[config.mk]
export PLATFORM = sky130hd
export DESIGN_NAME = axil_gpio_regs_flat
export DESIGN_NICKNAME = d
export VERILOG_FILES = /design/src/rtl/axil_gpio_regs_pkg.sv /design/src/rtl/axil_gpio_regs_if.sv /design/src/rtl/axil_gpio_regs_sync2.sv /design/src/rtl/axil_gpio_regs.sv /design/src/flat_wrapper.sv
export SDC_FILE = /design/constraint.sdc
export NUM_CORES = 1
export LEC_CHECK = 0
export BUFFER_PORTS_ARGS = -buffer_cell sky130_fd_sc_hd__buf_2
export CAP_MARGIN = 0
export CORE_AREA = 2 2 143 145
export CTS_CLUSTER_DIAMETER = 150
export DETAILED_ROUTE_END_ITERATION = 7
export DIE_AREA = 0 0 145 147
export PLACE_DENSITY = 0.62
export SLEW_MARGIN = 20
export SYNTH_ARGS = -nofsm -noshare
export SYNTH_HDL_FRONTEND = slang
export SYNTH_SLANG_ARGS = --single-unit
export TNS_END_PERCENT = 10
[constraint.sdc]
create_clock -name clk -period 5.6 [get_ports clk]
set_input_delay 0 -clock clk [delete_from_list [all_inputs] [get_ports clk]]
set_output_delay 0 -clock clk [all_outputs]
set_load 0.01 [all_outputs]
[src/rtl/axil_gpio_regs_pkg.sv]
// Shared AXI-lite response codes and address-decode helper for the GPIO register bank.
package axil_pkg;

    localparam logic [1:0] RESP_OKAY   = 2'b00;
    localparam logic [1:0] RESP_SLVERR = 2'b10;

    function automatic int idx_width(input int addr_width);
        return (addr_width > 2) ? (addr_width - 2) : 1;
    endfunction

endpackage

[src/rtl/axil_gpio_regs_if.sv]
// AXI-lite slave bus bundle for the GPIO register bank.
interface axil_gpio_regs_if #(
    parameter int ADDR_WIDTH = 4,
    parameter int DATA_WIDTH = 32
);
    logic [ADDR_WIDTH-1:0]   awaddr;
    logic                    awvalid;
    logic                    awready;
    logic [DATA_WIDTH-1:0]   wdata;
    logic [DATA_WIDTH/8-1:0] wstrb;
    logic                    wvalid;
    logic                    wready;
    logic [1:0]              bresp;
    logic                    bvalid;
    logic                    bready;
    logic [ADDR_WIDTH-1:0]   araddr;
    logic                    arvalid;
    logic                    arready;
    logic [DATA_WIDTH-1:0]   rdata;
    logic [1:0]              rresp;
    logic                    rvalid;
    logic                    rready;

    modport master (
        output awaddr, awvalid, wdata, wstrb, wvalid, bready, araddr, arvalid, rready,
        input  awready, wready, bresp, bvalid, arready, rdata, rresp, rvalid
    );

    modport slave (
        input  awaddr, awvalid, wdata, wstrb, wvalid, bready, araddr, arvalid, rready,
        output awready, wready, bresp, bvalid, arready, rdata, rresp, rvalid
    );
endinterface

[src/rtl/axil_gpio_regs_sync2.sv]
// Two-flop synchroniser bringing asynchronous status words into the clk domain.
module sync2 #(
    parameter int WIDTH = 1
) (
    input  logic             clk,
    input  logic             rst_n,
    input  logic [WIDTH-1:0] d_i,
    output logic [WIDTH-1:0] q_o
);
    logic [WIDTH-1:0] meta_q;
    logic [WIDTH-1:0] sync_q;

    // Metastability filter chain.
    always_ff @(posedge clk or negedge rst_n) begin
        if (!rst_n) begin
            meta_q <= {WIDTH{1'b0}};
            sync_q <= {WIDTH{1'b0}};
        end else begin
            meta_q <= d_i;
            sync_q <= meta_q;
        end
    end

    assign q_o = sync_q;
endmodule

[src/rtl/axil_gpio_regs.sv]
// AXI-lite register bank: NUM_OUT read/write control words and NUM_IN synchronised status words.
module axil_gpio_regs
    import axil_pkg::*;
#(
    parameter int DATA_WIDTH = 32,
    parameter int ADDR_WIDTH = 4,
    parameter int NUM_OUT    = 2,
    parameter int NUM_IN     = 1,
    parameter logic [DATA_WIDTH-1:0] RESET_VAL = {DATA_WIDTH{1'b0}}
) (
    input  logic                          clk,
    input  logic                          resetn,
    axil_gpio_regs_if.slave               s_axil,
    output logic [NUM_OUT*DATA_WIDTH-1:0] gpio_out,
    input  logic [((NUM_IN > 0) ? NUM_IN : 1)*DATA_WIDTH-1:0] gpio_in
);
    localparam int IDX_W    = idx_width(ADDR_WIDTH);
    localparam int NB       = DATA_WIDTH / 8;
    localparam int IN_SLOTS = (NUM_IN > 0) ? NUM_IN : 1;

    logic                  aw_held_q, w_held_q, bvalid_q, rvalid_q;
    logic [ADDR_WIDTH-1:0] aw_addr_q;
    logic [DATA_WIDTH-1:0] w_data_q, rdata_q;
    logic [NB-1:0]         w_strb_q;
    logic [1:0]            bresp_q, rresp_q;
    logic [DATA_WIDTH-1:0] regs_q [NUM_OUT];
    logic [DATA_WIDTH-1:0] regs_d [NUM_OUT];
    logic [DATA_WIDTH-1:0] in_sync_s [IN_SLOTS];

    logic                  awready_s, wready_s, arready_s;
    logic                  aw_hs_s, w_hs_s, ar_hs_s, commit_s, wr_err_s, rd_hit_s;
    logic [ADDR_WIDTH-1:0] wr_addr_s;
    logic [DATA_WIDTH-1:0] wr_data_s, rd_data_s;
    logic [NB-1:0]         wr_strb_s;
    logic [IDX_W-1:0]      wr_word_s, rd_word_s;
    int                    wr_idx_s, rd_idx_s;

    assign awready_s = ~aw_held_q & ~bvalid_q;
    assign wready_s  = ~w_held_q & ~bvalid_q;
    assign arready_s = ~rvalid_q;
    assign aw_hs_s   = s_axil.awvalid & awready_s;
    assign w_hs_s    = s_axil.wvalid & wready_s;
    assign ar_hs_s   = s_axil.arvalid & arready_s;
    // Commit once both halves are present, whether held from earlier or arriving now.
    assign commit_s  = (aw_held_q | aw_hs_s) & (w_held_q | w_hs_s) & ~bvalid_q;

    assign wr_addr_s = aw_held_q ? aw_addr_q : s_axil.awaddr;
    assign wr_data_s = w_held_q ? w_data_q : s_axil.wdata;
    assign wr_strb_s = w_held_q ? w_strb_q : s_axil.wstrb;
    assign wr_word_s = wr_addr_s[ADDR_WIDTH-1:2];
    assign rd_word_s = s_axil.araddr[ADDR_WIDTH-1:2];
    assign wr_idx_s  = 32'(wr_word_s);
    assign rd_idx_s  = 32'(rd_word_s);
    assign wr_err_s  = (wr_idx_s >= NUM_OUT);

    assign s_axil.awready = awready_s;
    assign s_axil.wready  = wready_s;
    assign s_axil.arready = arready_s;
    assign s_axil.bvalid  = bvalid_q;
    assign s_axil.bresp   = bresp_q;
    assign s_axil.rvalid  = rvalid_q;
    assign s_axil.rresp   = rresp_q;
    assign s_axil.rdata   = rdata_q;

    genvar gi;
    generate
        for (gi = 0; gi < NUM_OUT; gi++) begin : g_out
            assign gpio_out[gi*DATA_WIDTH +: DATA_WIDTH] = regs_q[gi];
        end
        if (NUM_IN > 0) begin : g_in
            for (gi = 0; gi < NUM_IN; gi++) begin : g_sync
                sync2 #(.WIDTH(DATA_WIDTH)) u_sync2 (
                    .clk   (clk),
                    .rst_n (resetn),
                    .d_i   (gpio_in[gi*DATA_WIDTH +: DATA_WIDTH]),
                    .q_o   (in_sync_s[gi])
                );
            end
        end else begin : g_no_in
            assign in_sync_s[0] = {DATA_WIDTH{1'b0}};
        end
    endgenerate

    // Byte-lane merge of the committing write into the addressed output register.
    always_comb begin
        for (int i = 0; i < NUM_OUT; i++) begin
            regs_d[i] = regs_q[i];
            for (int b = 0; b < NB; b++) begin
                regs_d[i][8*b +: 8] = (commit_s && (wr_idx_s == i) && wr_strb_s[b]) ?
                                      wr_data_s[8*b +: 8] : regs_q[i][8*b +: 8];
            end
        end
    end

    // Read decode as a one-hot OR mux; no hit means unmapped.
    always_comb begin
        rd_data_s = {DATA_WIDTH{1'b0}};
        rd_hit_s  = 1'b0;
        for (int i = 0; i < NUM_OUT; i++) begin
            rd_data_s = rd_data_s | ({DATA_WIDTH{rd_idx_s == i}} & regs_q[i]);
            rd_hit_s  = rd_hit_s | (rd_idx_s == i);
        end
        for (int i = 0; i < NUM_IN; i++) begin
            rd_data_s = rd_data_s | ({DATA_WIDTH{rd_idx_s == (NUM_OUT + i)}} & in_sync_s[i]);
            rd_hit_s  = rd_hit_s | (rd_idx_s == (NUM_OUT + i));
        end
    end

    // Write channel: hold flags, response and register state.
    always_ff @(posedge clk or negedge resetn) begin
        if (!resetn) begin
            aw_held_q <= 1'b0;
            w_held_q  <= 1'b0;
            aw_addr_q <= {ADDR_WIDTH{1'b0}};
            w_data_q  <= {DATA_WIDTH{1'b0}};
            w_strb_q  <= {NB{1'b0}};
            bvalid_q  <= 1'b0;
            bresp_q   <= RESP_OKAY;
            for (int i = 0; i < NUM_OUT; i++) regs_q[i] <= RESET_VAL;
        end else begin
            aw_held_q <= ~commit_s & (aw_held_q | aw_hs_s);
            w_held_q  <= ~commit_s & (w_held_q | w_hs_s);
            if (aw_hs_s) aw_addr_q <= s_axil.awaddr;
            else         aw_addr_q <= aw_addr_q;
            if (w_hs_s) begin
                w_data_q <= s_axil.wdata;
                w_strb_q <= s_axil.wstrb;
            end else begin
                w_data_q <= w_data_q;
                w_strb_q <= w_strb_q;
            end
            if (commit_s) begin
                bvalid_q <= 1'b1;
                bresp_q  <= wr_err_s ? RESP_SLVERR : RESP_OKAY;
            end else if (bvalid_q && s_axil.bready) begin
                bvalid_q <= 1'b0;
            end else begin
                bvalid_q <= bvalid_q;
            end
            for (int i = 0; i < NUM_OUT; i++) regs_q[i] <= regs_d[i];
        end
    end

    // Read channel: single outstanding response, data captured at the AR handshake.
    always_ff @(posedge clk or negedge resetn) begin
        if (!resetn) begin
            rvalid_q <= 1'b0;
            rdata_q  <= {DATA_WIDTH{1'b0}};
            rresp_q  <= RESP_OKAY;
        end else if (ar_hs_s) begin
            rvalid_q <= 1'b1;
            rdata_q  <= rd_data_s;
            rresp_q  <= rd_hit_s ? RESP_OKAY : RESP_SLVERR;
        end else if (rvalid_q && s_axil.rready) begin
            rvalid_q <= 1'b0;
        end else begin
            rvalid_q <= rvalid_q;
        end
    end
endmodule

[src/flat_wrapper.sv]
// flat-port wrapper written by rule: the top's interface ports become plain ports
module axil_gpio_regs_flat import axil_pkg::*;
#(
    parameter int DATA_WIDTH = 32,
    parameter int ADDR_WIDTH = 4,
    parameter int NUM_OUT    = 2,
    parameter int NUM_IN     = 1,
    parameter logic [DATA_WIDTH-1:0] RESET_VAL = {DATA_WIDTH{1'b0}}
)
  (clk, resetn, gpio_out, gpio_in, s_axil_awaddr, s_axil_awvalid, s_axil_wdata, s_axil_wstrb, s_axil_wvalid, s_axil_bready, s_axil_araddr, s_axil_arvalid, s_axil_rready, s_axil_awready, s_axil_wready, s_axil_bresp, s_axil_bvalid, s_axil_arready, s_axil_rdata, s_axil_rresp, s_axil_rvalid);
  axil_gpio_regs_if #(.ADDR_WIDTH(ADDR_WIDTH), .DATA_WIDTH(DATA_WIDTH)) s_axil_i ();
  input  logic clk;
  input  logic resetn;
  output logic [NUM_OUT*DATA_WIDTH-1:0] gpio_out;
  input  logic [((NUM_IN > 0) ? NUM_IN : 1)*DATA_WIDTH-1:0] gpio_in;
  input wire logic [$bits(s_axil_i.awaddr)-1:0] s_axil_awaddr;
  input wire logic [$bits(s_axil_i.awvalid)-1:0] s_axil_awvalid;
  input wire logic [$bits(s_axil_i.wdata)-1:0] s_axil_wdata;
  input wire logic [$bits(s_axil_i.wstrb)-1:0] s_axil_wstrb;
  input wire logic [$bits(s_axil_i.wvalid)-1:0] s_axil_wvalid;
  input wire logic [$bits(s_axil_i.bready)-1:0] s_axil_bready;
  input wire logic [$bits(s_axil_i.araddr)-1:0] s_axil_araddr;
  input wire logic [$bits(s_axil_i.arvalid)-1:0] s_axil_arvalid;
  input wire logic [$bits(s_axil_i.rready)-1:0] s_axil_rready;
  output wire logic [$bits(s_axil_i.awready)-1:0] s_axil_awready;
  output wire logic [$bits(s_axil_i.wready)-1:0] s_axil_wready;
  output wire logic [$bits(s_axil_i.bresp)-1:0] s_axil_bresp;
  output wire logic [$bits(s_axil_i.bvalid)-1:0] s_axil_bvalid;
  output wire logic [$bits(s_axil_i.arready)-1:0] s_axil_arready;
  output wire logic [$bits(s_axil_i.rdata)-1:0] s_axil_rdata;
  output wire logic [$bits(s_axil_i.rresp)-1:0] s_axil_rresp;
  output wire logic [$bits(s_axil_i.rvalid)-1:0] s_axil_rvalid;
  assign s_axil_i.awaddr = s_axil_awaddr;
  assign s_axil_i.awvalid = s_axil_awvalid;
  assign s_axil_i.wdata = s_axil_wdata;
  assign s_axil_i.wstrb = s_axil_wstrb;
  assign s_axil_i.wvalid = s_axil_wvalid;
  assign s_axil_i.bready = s_axil_bready;
  assign s_axil_i.araddr = s_axil_araddr;
  assign s_axil_i.arvalid = s_axil_arvalid;
  assign s_axil_i.rready = s_axil_rready;
  assign s_axil_awready = s_axil_i.awready;
  assign s_axil_wready = s_axil_i.wready;
  assign s_axil_bresp = s_axil_i.bresp;
  assign s_axil_bvalid = s_axil_i.bvalid;
  assign s_axil_arready = s_axil_i.arready;
  assign s_axil_rdata = s_axil_i.rdata;
  assign s_axil_rresp = s_axil_i.rresp;
  assign s_axil_rvalid = s_axil_i.rvalid;
  axil_gpio_regs #(.DATA_WIDTH(DATA_WIDTH), .ADDR_WIDTH(ADDR_WIDTH), .NUM_OUT(NUM_OUT), .NUM_IN(NUM_IN), .RESET_VAL(RESET_VAL)) u_core (.clk(clk), .resetn(resetn), .s_axil(s_axil_i), .gpio_out(gpio_out), .gpio_in(gpio_in));
endmodule
==> summary.md, run 1 <==
| Metric | Value |
|---|---|
| Status | `finished, final reports clean` |
| Worst Tran Pin Value | `1.05 ns` |
| Min cycle time layout | `2.37 ns` |
| GRT overflow | `0` |
| Slew Viols, Final | `0` |
| Die area | `21300 um2` |
| Synth Cell Area | `7950 um2` |
| Cell taking the most area after synthesis | `dfrtp_1` |
| Routed Antenna Nets | `0` |
| Crit Path Class | `reg -> reg` |
| Synth top area share | `64.2%` |
| Synth warn | `0` |
| Crit path DAT | `2.75 ns` |
| Vias | `5386` |
| CP max FO | `38` |
| Critical path cell sequence | `buf_4 -> nor2_1 -> and2_2 -> mux2_2` |
| # DRC | `0` |
| Worst path max stage delay | `0.87 ns` |
| CTS H-Tree Depth | `1` |
| Final-report setup violation count | `0` |
| Fin. Hold Viols | `0` |
| PD cells | `505 nW/um2` |
| Fmax | `423 MHz` |
| Nets | `907` |
| Number of diodes | `0` |
| Initial Utilization | `40.1%` |
| Clock Latency Late Sink | `0.50 ns` |
| Syn Inst Count | `568` |
| Worst min path class | `in -> reg` |
| CTS tree | `done` |
| Final period utilization | `42.3%` |
| GR Util All Layers | `18.7%` |
| Worst Skew | `0.0114 ns` |
| Num ports | `188` |
| Critical path's slowest cell | `and2_2` |
| Tot Pwr | `5.34 mW` |
| Setup TNS | `0 ns` |
| Slew headroom | `29.8%` |
| Starting DRC count in detailed routing | `153` |
| Post-synth cell types | `23` |
| Number of global-route vias before repair | `6047` |
| CTS sink count | `204` |
| First-pass GRT wire length | `32000 um` |
| Worst Setup Start Kind | `flop` |
| Placeable Area | `19800 um2` |
| Leak | `5.01 nW` |
| Initial antenna violation count | `0` |
| Yosys reg bits | `204` |
| Cts-stage hold buffer count | `75` |
| CTS root buffer | `clkbuf_16` |
| FF/Latch Area | `5110 um2` |
| DR vias/cell | `4.86` |
| Hold depth | `3` |
| IO buf count | `181` |
| Die H | `147 um` |
| Largest net degree at the start of global routing | `81` |
| Peak supply drop | `314 uV` |
| Total Wirelength | `19400 um` |
| Drt wl/cell | `17.5 um` |
| Worst-path clk slew | `0.06 ns` |
| # resized after CTS | `0` |
| Synthesized area per cell | `14.0 um2` |
| Critical Path Sink Type | `flop` |
| Area grow syn2layout | `33.1%` |
| GPL Wtd Cong | `0.748` |
| Register area share after synthesis | `64.2%` |
| Worst Path Required | `5.98 ns` |
| R2R depth | `4` |
| Post-DP HPWL | `12200 um` |
| Multi-input logic area | `2720 um2` |
| Drt first pass iters | `4` |
| Fillcell total | `1703` |
| Max Cap Viol | `0` |
| Share of layout cells above drive strength 1 | `45.0%` |
| Total CTS buffers | `23` |
| RSZ-0062 raised after global routing | `false` |
| Post-CTS setup repair buffer count | `0` |
| Die extent in x | `145 um` |
| Top cells by area, synth | `dfrtp_1 64%, mux2_2 19%, mux2i_1 4.3%` |
| Max clock buf depth | `3` |
| Row count | `52` |
## per-stage QoR
step           hold WS (ns)  setup WS [ns]  instance area [um2]  utilization, %  cells
2_1_floorplan        -0.296           3.80                 7950               -    569
3_3_place_gp         0.0678           3.24                 9110            45.9    994
3_5_place_dp         0.0887           3.21                 9110            45.9    994
4_1_cts              0.0221           3.19                10600            53.3   1108
5_1_grt              0.0828           3.11                10600            53.3   1108
6_report             0.0581           3.23                10600            53.3   1108
## layout make-up
class	instances	share of cell area, %
sequential	204	48.3
clock buffer	30	6.16
tap	270	3.19
timing repair buffer	260	16.0
clock inverter	9	0.568
inverter	2	0.0710
multi-input combinational	333	25.7
## worst paths after layout
check	from	endpoint	slack, ns
worst max-delay path	u_core.w_held_q	u_core.w_data_q[19]	3.23
worst min-delay path	s_axil_wvalid	u_core.aw_held_q	0.06
worst max register to register	u_core.w_held_q	u_core.w_data_q[19]	3.23
worst min register to register	u_core.g_in.g_sync[0].u_sync2.meta_q[14]	u_core.g_in.g_sync[0].u_sync2.q_o[14]	0.34
max in group asynchronous	resetn	u_core.g_in.g_sync[0].u_sync2.meta_q[14]	4.20
min in group asynchronous	resetn	u_core.gpio_out[29]	0.10
## registers in the layout, summed over array words and instances (netlist names)
| register | cells |
|---|---|
| u_core.s_axil.rdata | 32 |
| u_core.s_axil.rvalid | 1 |
| u_core.w_data_q | 32 |
| u_core.w_strb_q | 4 |
| u_core.w_held_q | 1 |
| u_core.s_axil.bresp | 1 |
| u_core.aw_held_q | 1 |
| u_core.s_axil.bvalid | 1 |
| u_core.g_in.g_sync.u_sync2.q_o | 32 |
| u_core.aw_addr_q | 2 |
| u_core.g_in.g_sync.u_sync2.meta_q | 32 |
| u_core.gpio_out | 64 |
| u_core.s_axil.rresp | 1 |
## cells by family (layout without fill, tap and decap cells)
group           Yosys count  count (layout)  share of synthesized area (%)
mux                     174             174                           24.3
flops                   204             204                           64.2
simple gates             88              88                           5.23
other cells               1               2                         0.0472
buf+inv                  32             301                           1.83
compound gates           69              69                           4.42
## metal layers
metal	part of all wire, %	vias to the layer above	track usage [%]
li1	-	2472	-
met1	43	2735	23.9
met2	49	154	32.5
met3	6.4	25	4.22
met4	1.4	0	4.55
met5	0	-	0
## power breakdown
part / internal [mW] / leakage [nW] / switching (mW)
logic: 0.866 / 2.19 / 0.813
registers: 1.95 / 2.47 / 0.307
clock network: 0.818 / 0.346 / 0.581
total: 3.64 / 5.01 / 1.70
## Yosys cell counts
cell	n
a21oi_1	32
mux2i_1	34
mux2_2	136
o22ai_1	1
buf_4	2
buf_6	1
mux2_4	3
o21a_1	1
nor4_4	3
inv_1	2
clkbuf_1	19
nor2b_1	2
buf_2	8
o21bai_1	1
and2b_2	1
o21ai_0	34
nand2_1	35
mux2_1	1
dfrtp_1	204
nand2_2	8
nor2_1	38
and2_1	1
conb_1	1
## worst max-delay path, delay by kind of cell (launching register included)
kind,cells,cell delay [ns]
muxes,1,0.43
DFF,1,0.41
and+or+nand+nor,2,1.07
buffers and inverters,1,0.32
## layout by cell type, fill, tap and decap left out, types with 4 or more instances in the layout
cell type	netlist	final
o21ai_0	34	34
a21oi_1	32	32
clkbuf_8	0	6
dlygate4sd3_1	0	75
nand2_1	35	34
nand2_2	8	8
buf_4	2	4
mux2_2	136	136
mux2i_1	34	34
clkbuf_16	0	23
buf_2	8	180
nor2_1	38	38
dfrtp_1	204	203
clkinv_2	0	4
Note: power is estimated with default switching activity, not from simulation.
==> inputs of run 2 (changes only) <==
PLACE_DENSITY = 0.64   (was 0.62)
clock period = 1.9 ns   (was 5.6 ns; I/O delays follow)
==> run 2 against run 1 <==
Compared with the run above: non-clock buffer count up 19; critical path type unchanged; via count up 2.5%; core utilization up 1.8 points; setup slack worse by 3.2 ns; cell area up 3.4%; largest cell class unchanged; highest routed layer unchanged; clock power rose to 3.3 times the previous value.
==> summary.md, run 2 (synthesis results as in run 1) <==
| Metric | Value |
|---|---|
| Number of diodes | `0 (unchanged)` |
| Crit path DAT | `2.22 ns (was 2.75 ns)` |
| R2r startpoint | `u_core.aw_held_q (was u_core.w_held_q)` |
| Worst Skew | `0.0101 ns (was 0.0114 ns)` |
| Post-Layout Cell Count | `1130 (was 1108)` |
| Final-report setup violation count | `0 (unchanged)` |
| Drt first pass iters | `6 (was 4)` |
| Initial Utilization | `40.1% (unchanged)` |
| Worst Path Required | `2.28 ns (was 5.98 ns)` |
| Clock Power Share | `28.0% (was 26.2%)` |
| Worst-path clk slew | `0.06 ns (about the same)` |
| Initial antenna violation count | `0 (unchanged)` |
| Num ports | `188 (unchanged)` |
| Largest register FFs | `64 (unchanged)` |
| Sequential fraction of design power | `40.6% (was 42.3%)` |
| R2R depth | `5 (was 4)` |
| Total CTS buffers | `23 (unchanged)` |
| Die area | `21300 um2 (unchanged)` |
| Clock Latency Late Sink | `0.50 ns (about the same)` |
| Die extent in x | `145 um (unchanged)` |
| Final Core Density | `55.1% (was 53.3%)` |
| Post-DP HPWL | `12800 um (was 12200 um)` |
| Leak | `5.21 nW (was 5.01 nW)` |
| Max Cap Viol | `0 (unchanged)` |
| GR Util All Layers | `18.4% (was 18.7%)` |
| Peak supply drop | `730 uV (was 314 uV)` |
| Cell count after placement | `1011 (was 994)` |
| Vias | `5520 (was 5386)` |
| Share of layout cells above drive strength 1 | `46.7% (was 45.0%)` |
| Fillcell total | `1645 (was 1703)` |
| Min cycle time layout | `1.84 ns (was 2.37 ns)` |
| GRT overflow | `0 (unchanged)` |
| Critical Path Sink Type | `flop (unchanged)` |
| Worst Setup Start Kind | `flop (unchanged)` |
| Max clock buf depth | `3 (unchanged)` |
| Total Wirelength | `19600 um (was 19400 um)` |
| GPL Wtd Cong | `0.781 (was 0.748)` |
| Status | `finished, final reports clean (unchanged)` |
| Sw Share | `31.5% (was 31.9%)` |
| Commonest non-fill, non-tap cell in the layout | `dfrtp_1 (unchanged)` |
| Number of global-route vias before repair | `6039 (was 6047)` |
| Row count | `52 (unchanged)` |
| Largest net degree at the start of global routing | `69 (was 81)` |
| Worst R2R Setup Slack | `0.06 ns (was 3.23 ns)` |
| IO buf count | `181 (unchanged)` |
| CTS sink count | `204 (unchanged)` |
| Internal Power | `11.3 mW (was 3.64 mW)` |
| Drt wl/cell | `17.4 um (was 17.5 um)` |
| Slew headroom | `61.7% (was 29.8%)` |
| Slew Viols, Final | `0 (unchanged)` |
| Comb power frac | `31.5% (about the same)` |
| Setup TNS | `0 ns (unchanged)` |
| Worst min path class | `in -> async (was in -> reg)` |
| Crit Path Class | `reg -> reg (unchanged)` |
| Placeable Area | `19800 um2 (unchanged)` |
| DP Area | `9310 um2 (was 9110 um2)` |
| CP max FO | `8 (was 38)` |
| Fmax | `544 MHz (was 423 MHz)` |
| CTS tree | `done (unchanged)` |
| Routed Antenna Nets | `0 (unchanged)` |
| DR vias/cell | `4.88 (was 4.86)` |
| Post-route design area | `10900 um2 (was 10600 um2)` |
| Nets | `926 (was 907)` |
| Die H | `147 um (unchanged)` |
| Starting DRC count in detailed routing | `213 (was 153)` |
| # DRC | `0 (unchanged)` |
| Worst Tran Pin Value | `0.575 ns (was 1.05 ns)` |
| RR Endpoint | `u_core.gpio_out[12] (was u_core.w_data_q[19])` |
| RSZ-0062 raised after global routing | `false (unchanged)` |
| Area grow syn2layout | `37.6% (was 33.1%)` |
| CTS root buffer | `clkbuf_16 (unchanged)` |
| Final period utilization | `96.8% (was 42.3%)` |
| Switch Pwr | `5.21 mW (was 1.70 mW)` |
| First-pass GRT wire length | `31600 um (was 32000 um)` |
| CTS H-Tree Depth | `1 (unchanged)` |
| Fin. Hold Viols | `0 (unchanged)` |
| Most frequent cells in the layout | `202 x dfrtp_1, 180 x buf_2, 135 x mux2_2, 76 x dlygate4sd3_1, 38 x nor2_1 (was 203 x dfrtp_1, 180 x buf_2, 136 x mux2_2, 75 x dlygate4sd3_1, 38 x nor2_1)` |
| PD cells | `1510 nW/um2 (was 505 nW/um2)` |
==> run 2: changes by cell type in the layout (fill, tap and decap cells not counted), moves of 2 or more <==
cell / delta
buf_4: +12
buf_12: +6
nand2_2: -5
nand2_4: +5
bufinv_16: +3
clkinvlp_4: +3
clkbuf_1: -2
==> run 2: power groups by stage <==
| stage | logic [mW] | registers [mW] | clock network (mW) |
|---|---|---|---|
| 2_1_floorplan | 2.73 | 6.94 | 0 |
| 3_3_place_gp | 4.93 | 6.67 | 0 |
| 3_5_place_dp | 5.06 | 6.75 | 0 |
| 4_1_cts | 5.23 | 6.69 | 4.71 |
| 5_1_grt | 5.64 | 6.90 | 4.92 |
| 6_report | 5.20 | 6.71 | 4.62 |
==> run 2: cell type report <==
class	instances	area (um2)	share of cell area, %
timing repair buffer	279	1920	17.5
clock buffer	28	644	5.89
inverter	2	7.51	0.0686
clock inverter	14	168	1.53
multi-input combinational	333	2760	25.2
tap	270	338	3.09
sequential	204	5110	46.7
==> run 2: what timing repair did <==
action,4_1_cts,5_1_grt
hold buffers,75,1
pin swaps,1,1
endpoints found under the hold margin,263,1
setup endpoints to repair,25,65
setup buffers,1,0
gates resized for setup,1,9
==> run 2: routing by layer <==
metal | global-route usage [%] | wire, um | share of wire, %
met1 | 23.8 | 8680 | 44
met5 | 0 | 0 | 0
met2 | 32.4 | 9690 | 49
met4 | 4.16 | 248 | 1.3
met3 | 3.39 | 1010 | 5.2
==> run 2: worst max path at each step <==
stage / to / slack, ns / cells past startpoint / start
6_report: u_core.gpio_out[12] / 0.06 / 5 / u_core.aw_held_q
5_1_grt: u_core.gpio_out[12] / 0.001 / 5 / u_core.aw_held_q
4_1_cts: u_core.gpio_out[61] / -0.008 / 5 / u_core.s_axil.bvalid
3_5_place_dp: u_core.gpio_out[49] / -0.10 / 4 / u_core.aw_held_q
3_3_place_gp: u_core.gpio_out[49] / -0.08 / 4 / u_core.aw_held_q
2_1_floorplan: u_core.gpio_out[48] / 0.1 / 4 / u_core.s_axil.bvalid
==> run 2: critical path, stage by stage, from the launching register on <==
cell and delay (ns):
dfrtp_2 0.41, mux2_2 0.40, nor4_4 0.21, buf_4 0.20, nand2_2 0.18, mux2_2 0.32
==> run 2: stage by stage <==
step,power (mW),setup WS (ns),hold slack [ns]
2_1_floorplan,9.67,0.0983,-0.296
4_1_cts,16.6,-0.00824,0.0509
5_1_grt,17.5,0.000967,0.128
6_report,16.5,0.0615,0.0783
3_5_place_dp,11.8,-0.104,0.0488
3_3_place_gp,11.6,-0.0808,0.0382
